File: src/rtl/core_exclusive_monitor_pkg.sv
// Shared types for the exclusive-access monitor: data/address words,
// the request FSM states and the default reservation granule size.
package core_exclusive_monitor_pkg;

    localparam int unsigned GranuleLogDefault = 2;

    typedef logic [31:0] word_t;
    typedef logic [29:0] ptr_t;
    typedef logic [3:0]  reg_num_t;

    typedef enum logic [1:0] {
        StIdle,
        StBus,
        StFail
    } mon_state_t;

endpackage

File: src/rtl/core_exclusive_monitor.sv
// LDREX/STREX reservation monitor sitting between the load/store unit and the bus.
// Forwards requests, tracks one granule reservation and fails STREX locally when it is lost.
module core_exclusive_monitor
    import core_exclusive_monitor_pkg::*;
#(
    parameter int unsigned GRANULE_LOG = GranuleLogDefault
) (
    input  logic        clk,
    input  logic        rst_n,
    input  logic        in_start,
    input  ptr_t        in_addr,
    input  logic        in_write,
    input  logic        in_exclusive,
    input  word_t       in_data_wr,
    input  logic [3:0]  in_data_be,
    output logic        in_ready,
    output word_t       in_data_rd,
    output logic        strex_fail,
    output logic        bus_start,
    output ptr_t        bus_addr,
    output logic        bus_write,
    output word_t       bus_data_wr,
    output logic [3:0]  bus_data_be,
    input  logic        bus_ready,
    input  word_t       bus_data_rd,
    input  logic        snoop_valid,
    input  ptr_t        snoop_addr,
    input  logic        clrex
);

    localparam int unsigned TagW = 30 - GRANULE_LOG;
    typedef logic [TagW-1:0] tag_t;

    mon_state_t state;
    logic       res_valid;
    tag_t       res_tag;
    logic       op_excl;

    logic       res_valid_next;
    tag_t       res_tag_next;

    tag_t in_tag, snoop_tag, bus_tag;
    assign in_tag    = in_addr[29:GRANULE_LOG];
    assign snoop_tag = snoop_addr[29:GRANULE_LOG];
    assign bus_tag   = bus_addr[29:GRANULE_LOG];

    logic unused_snoop_low;
    assign unused_snoop_low = ^snoop_addr[GRANULE_LOG-1:0];

    // A STREX only sees the reservation after this cycle's snoop/clrex have been applied.
    logic res_live, strex_ok, strex_req;
    assign res_live  = res_valid && !clrex && !(snoop_valid && snoop_tag == res_tag);
    assign strex_ok  = res_live && (in_tag == res_tag);
    assign strex_req = (state == StIdle) && in_start && in_write && in_exclusive;

    always_comb begin
        res_valid_next = res_valid;
        res_tag_next   = res_tag;
        if (strex_req && !strex_ok) begin
            res_valid_next = 1'b0;
        end
        if (state == StBus && bus_ready && op_excl) begin
            if (bus_write) begin
                res_valid_next = 1'b0;
            end else begin
                res_valid_next = 1'b1;
                res_tag_next   = bus_tag;
            end
        end
        // Clears are applied last so they win over a completing LDREX.
        if (clrex || (snoop_valid && snoop_tag == res_tag_next)) begin
            res_valid_next = 1'b0;
        end
    end

    always_ff @(posedge clk) begin
        if (!rst_n) begin
            state       <= StIdle;
            res_valid   <= 1'b0;
            res_tag     <= '0;
            op_excl     <= 1'b0;
            in_ready    <= 1'b0;
            strex_fail  <= 1'b0;
            in_data_rd  <= '0;
            bus_start   <= 1'b0;
            bus_addr    <= '0;
            bus_write   <= 1'b0;
            bus_data_wr <= '0;
            bus_data_be <= '0;
        end else begin
            bus_start  <= 1'b0;
            in_ready   <= 1'b0;
            strex_fail <= 1'b0;
            res_valid  <= res_valid_next;
            res_tag    <= res_tag_next;
            unique case (state)
                StIdle: begin
                    if (in_start) begin
                        if (strex_req && !strex_ok) begin
                            state      <= StFail;
                            in_ready   <= 1'b1;
                            strex_fail <= 1'b1;
                        end else begin
                            state       <= StBus;
                            bus_start   <= 1'b1;
                            bus_addr    <= in_addr;
                            bus_write   <= in_write;
                            bus_data_wr <= in_data_wr;
                            bus_data_be <= in_data_be;
                            op_excl     <= in_exclusive;
                        end
                    end
                end
                StBus: begin
                    if (bus_ready) begin
                        state      <= StIdle;
                        in_ready   <= 1'b1;
                        in_data_rd <= bus_data_rd;
                    end
                end
                StFail: state <= StIdle;
                default: state <= StIdle;
            endcase
        end
    end

    start_only_in_idle: assert property (
        @(posedge clk) disable iff (!rst_n) in_start |-> state == StIdle
    );

endmodule
File: config.mk
export PLATFORM = sky130hd
export DESIGN_NAME = core_exclusive_monitor
export DESIGN_NICKNAME = d
export VERILOG_FILES = /design/src/rtl/core_exclusive_monitor_pkg.sv /design/src/rtl/core_exclusive_monitor.sv
export SDC_FILE = /design/constraint.sdc
export NUM_CORES = 1
export LEC_CHECK = 0
export CORE_MARGIN = 4
export CORE_UTILIZATION = 48
export CTS_CLUSTER_SIZE = 12
export DETAILED_ROUTE_END_ITERATION = 7
export PLACE_DENSITY = 0.86
export SYNTH_ARGS = -nofsm -noshare
export SYNTH_HDL_FRONTEND = slang
export SYNTH_SLANG_ARGS = --single-unit
File: constraint.sdc
create_clock -name clk -period 5.4 [get_ports clk]
set_input_delay 1.62 -clock clk [delete_from_list [all_inputs] [get_ports clk]]
set_output_delay 1.62 -clock clk [all_outputs]
set_load 0.005 [all_outputs]
==> flow_metrics.env <==
export IMPL_status="finished, final reports clean"
export IMPL_drtIter0Drc=449
export IMPL_hp_class="register to register"
export IMPL_synth_distinct_cells=47
export IMPL_ys_flop_type="dfxtp_1"
export IMPL_routed_wl_mm=18.9
export IMPL_synth_edf_count=0
export IMPL_syn_area_per_cell_um2=8.56
export IMPL_synth_warnings=0
export IMPL_crit_fanout=10
export IMPL_core_area_um2=12800
export IMPL_report_final_slew_viol_count=0
export IMPL_setup_ws_ns=1.47
export IMPL_gp_congestion=0.948
export IMPL_grt_pass1_vias=5799
export IMPL_cp_required_ns=5.71
export IMPL_dp_cells=1109
export IMPL_drive_gt1_share_pct=4.55
export IMPL_synthMuxAreaShare_pct=11.1
export IMPL_synth_xor_area_share_pct=8.45
export IMPL_place_area_um2=8740
export IMPL_crit_type="input port to register"
export IMPL_setup_violations=0
export IMPL_synth_async_reset_ratio_pct=0
export IMPL_grt_pass1_wl_mm=29.4
export IMPL_synthAdderAreaFrac_pct=0
export IMPL_die_width_um=123
export IMPL_maxSlewHeadroom_pct=21.3
export IMPL_vias=5851
export IMPL_first_pass_iters=5
export IMPL_fin_tns_setup_ns=0
export IMPL_nets=1092
export IMPL_syn_num_nets=875
export IMPL_ir_drop_uv=223
export IMPL_portBuffers=235
export IMPL_arrival_ns=4.24
export IMPL_fp_row_count=41
export IMPL_cts_resized_gates=0
export IMPL_grt_total_usage_pct=25.4
export IMPL_clock_path_buffers=2
export IMPL_utilization_pct=72.9
export IMPL_dieArea_um2=15100
export IMPL_synthSimpleGateAreaFrac_pct=22.5
export IMPL_final_cell_mix="nand2_1, clkdlybuf4s50_1, dfxtp_1, mux2i_1, a21boi_0"
export IMPL_clock_sinks=134
export IMPL_fin_crit_ns=3.93
export IMPL_root_buffer="clkbuf_16"
export IMPL_crit_path_end_kind="register"
export IMPL_dp_hpwl_mm=13.8
export IMPL_max_freq_mhz=254
export IMPL_synth_top_family_by_area="simple AND/OR/NAND/NOR gates"
export IMPL_clock_latency_ns=0.42
export IMPL_rsz0062_at_grt="no"
export IMPL_worst_pin_slew_ns=1.18
export IMPL_initial_core_util_pct=49.5
export IMPL_grt_ovfl_total=0
export IMPL_fin_cells=1140
export IMPL_synth_seq_cells=134
export IMPL_synth_compound_area_share_pct=11.0
export IMPL_finalPower_mw=2.61
export IMPL_cts_hold_buffers=0
export IMPL_grt_start_max_net_pins=118
export IMPL_period_share_pct=72.8
export IMPL_final_area_um2=9310
export IMPL_diodes=0
export IMPL_cts_setup_buffers=0
export IMPL_pre_cts_ws_ns=1.09
export IMPL_drc=0
export IMPL_numCtsBuffers=17
export IMPL_worst_setup_path_start_kind="input port"
export IMPL_skew_ns=0.00688
export IMPL_syn_area_um2=6320
export IMPL_vias_per_cell=5.13
export IMPL_htreeDepth=4
export IMPL_netlist_instances=739
export IMPL_powerDensity_nw_per_um2=281
export IMPL_dieHeight_um=123
export IMPL_syn_to_final_growth_pct=47.3
export IMPL_final_common_cell="nand2_1"
export IMPL_cts_clk_slew_worst_paths_ns=0.05
export IMPL_hold_viol=0
export IMPL_wl_per_cell_um=16.5
export IMPL_p_leak_nw=3.39
export IMPL_num_io_pins=238
export IMPL_ant_nets=0
export IMPL_cap_violations=0
export IMPL_holdWs_ns=0.457
export IMPL_ys_seq_area_share_pct=42.4
export IMPL_grt_antenna_before_repair=0
export IMPL_cts_tree="built"
## registers in the layout, indices dropped and copies added (netlist names)
register	flops
bus_addr	30
bus_data_be	4
bus_data_wr	32
bus_start	1
bus_write	1
in_data_rd	32
in_ready	1
op_excl	1
res_tag	28
res_valid	1
state	2
strex_fail	1
## power by group
group / internal [mW] / leakage [nW] / total [mW] / switching, mW
Clock: 0.697 / 0.272 / 1.12 / 0.421
Combinational: 0.247 / 2.03 / 0.414 / 0.167
Sequential: 1.04 / 1.09 / 1.08 / 0.0408
## cell type report
| type | instances | area (µm²) |
|---|---|---|
| clock inverters | 9 | 103 |
| inverters | 18 | 67.6 |
| clock buffers | 22 | 464 |
| fillers | 944 | 3460 |
| multi-input cells | 544 | 3360 |
| flip-flops and latches | 134 | 2680 |
| repair buffers | 241 | 2420 |
| well taps | 172 | 215 |
## final timing paths
check / start / to / slack [ns] / depth (start not counted)
max: bus_ready / res_valid / 1.47 / 7
min: bus_data_be[0] / bus_data_be[0] / 0.46 / 2
max reg2reg: state[0] / res_valid / 2.81 / 6
min reg2reg: bus_data_be[0] / bus_data_be[0] / 0.46 / 2
## critical path: stages
cell	delay [ns]
clkdlybuf4s50_1	0.58
nand4b_4	0.20
nor2_1	0.63
buf_4	0.30
mux2i_1	0.11
or4_1	0.53
o2111a_1	0.25
## cells in the mapped netlist (7+ instances only)
| cell | n | share of area [%] |
|---|---|---|
| inv_1 | 18 | 1.1 |
| nor3_1 | 7 | 0.55 |
| a21boi_0 | 54 | 6.4 |
| a21oi_1 | 8 | 0.63 |
| xor2_1 | 9 | 1.2 |
| buf_6 | 7 | 1.2 |
| nor2b_1 | 11 | 1.1 |
| xnor2_1 | 52 | 7.2 |
| dfxtp_1 | 134 | 42 |
| nand3_1 | 8 | 0.63 |
| mux2i_1 | 70 | 11 |
| nand2b_1 | 12 | 1.2 |
| clkbuf_1 | 34 | 2.0 |
| nand2_1 | 243 | 14 |
| nand4_1 | 10 | 0.99 |
## layer usage
| metal | vias up | routed length, µm | part of all wire, % | GRT usage (%) |
|---|---|---|---|---|
| met2 | 241 | 8810 | 47 | 40.3 |
| met5 | - | 0 | 0 | 0 |
| met1 | 2664 | 7500 | 40 | 29.6 |
| met4 | 0 | 607 | 3.2 | 11.5 |
| met3 | 47 | 1940 | 10 | 10.8 |
| li1 | 2899 | - | - | - |
## logic make-up (layout without fill, tap and decap cells)
family | after synthesis | after routing
xor+xnor | 61 | 61
buf+inv | 61 | 290
flops | 134 | 134
simple gates | 321 | 321
mux | 70 | 70
compound gates | 92 | 92
Note: power is estimated with default switching activity, not from simulation.
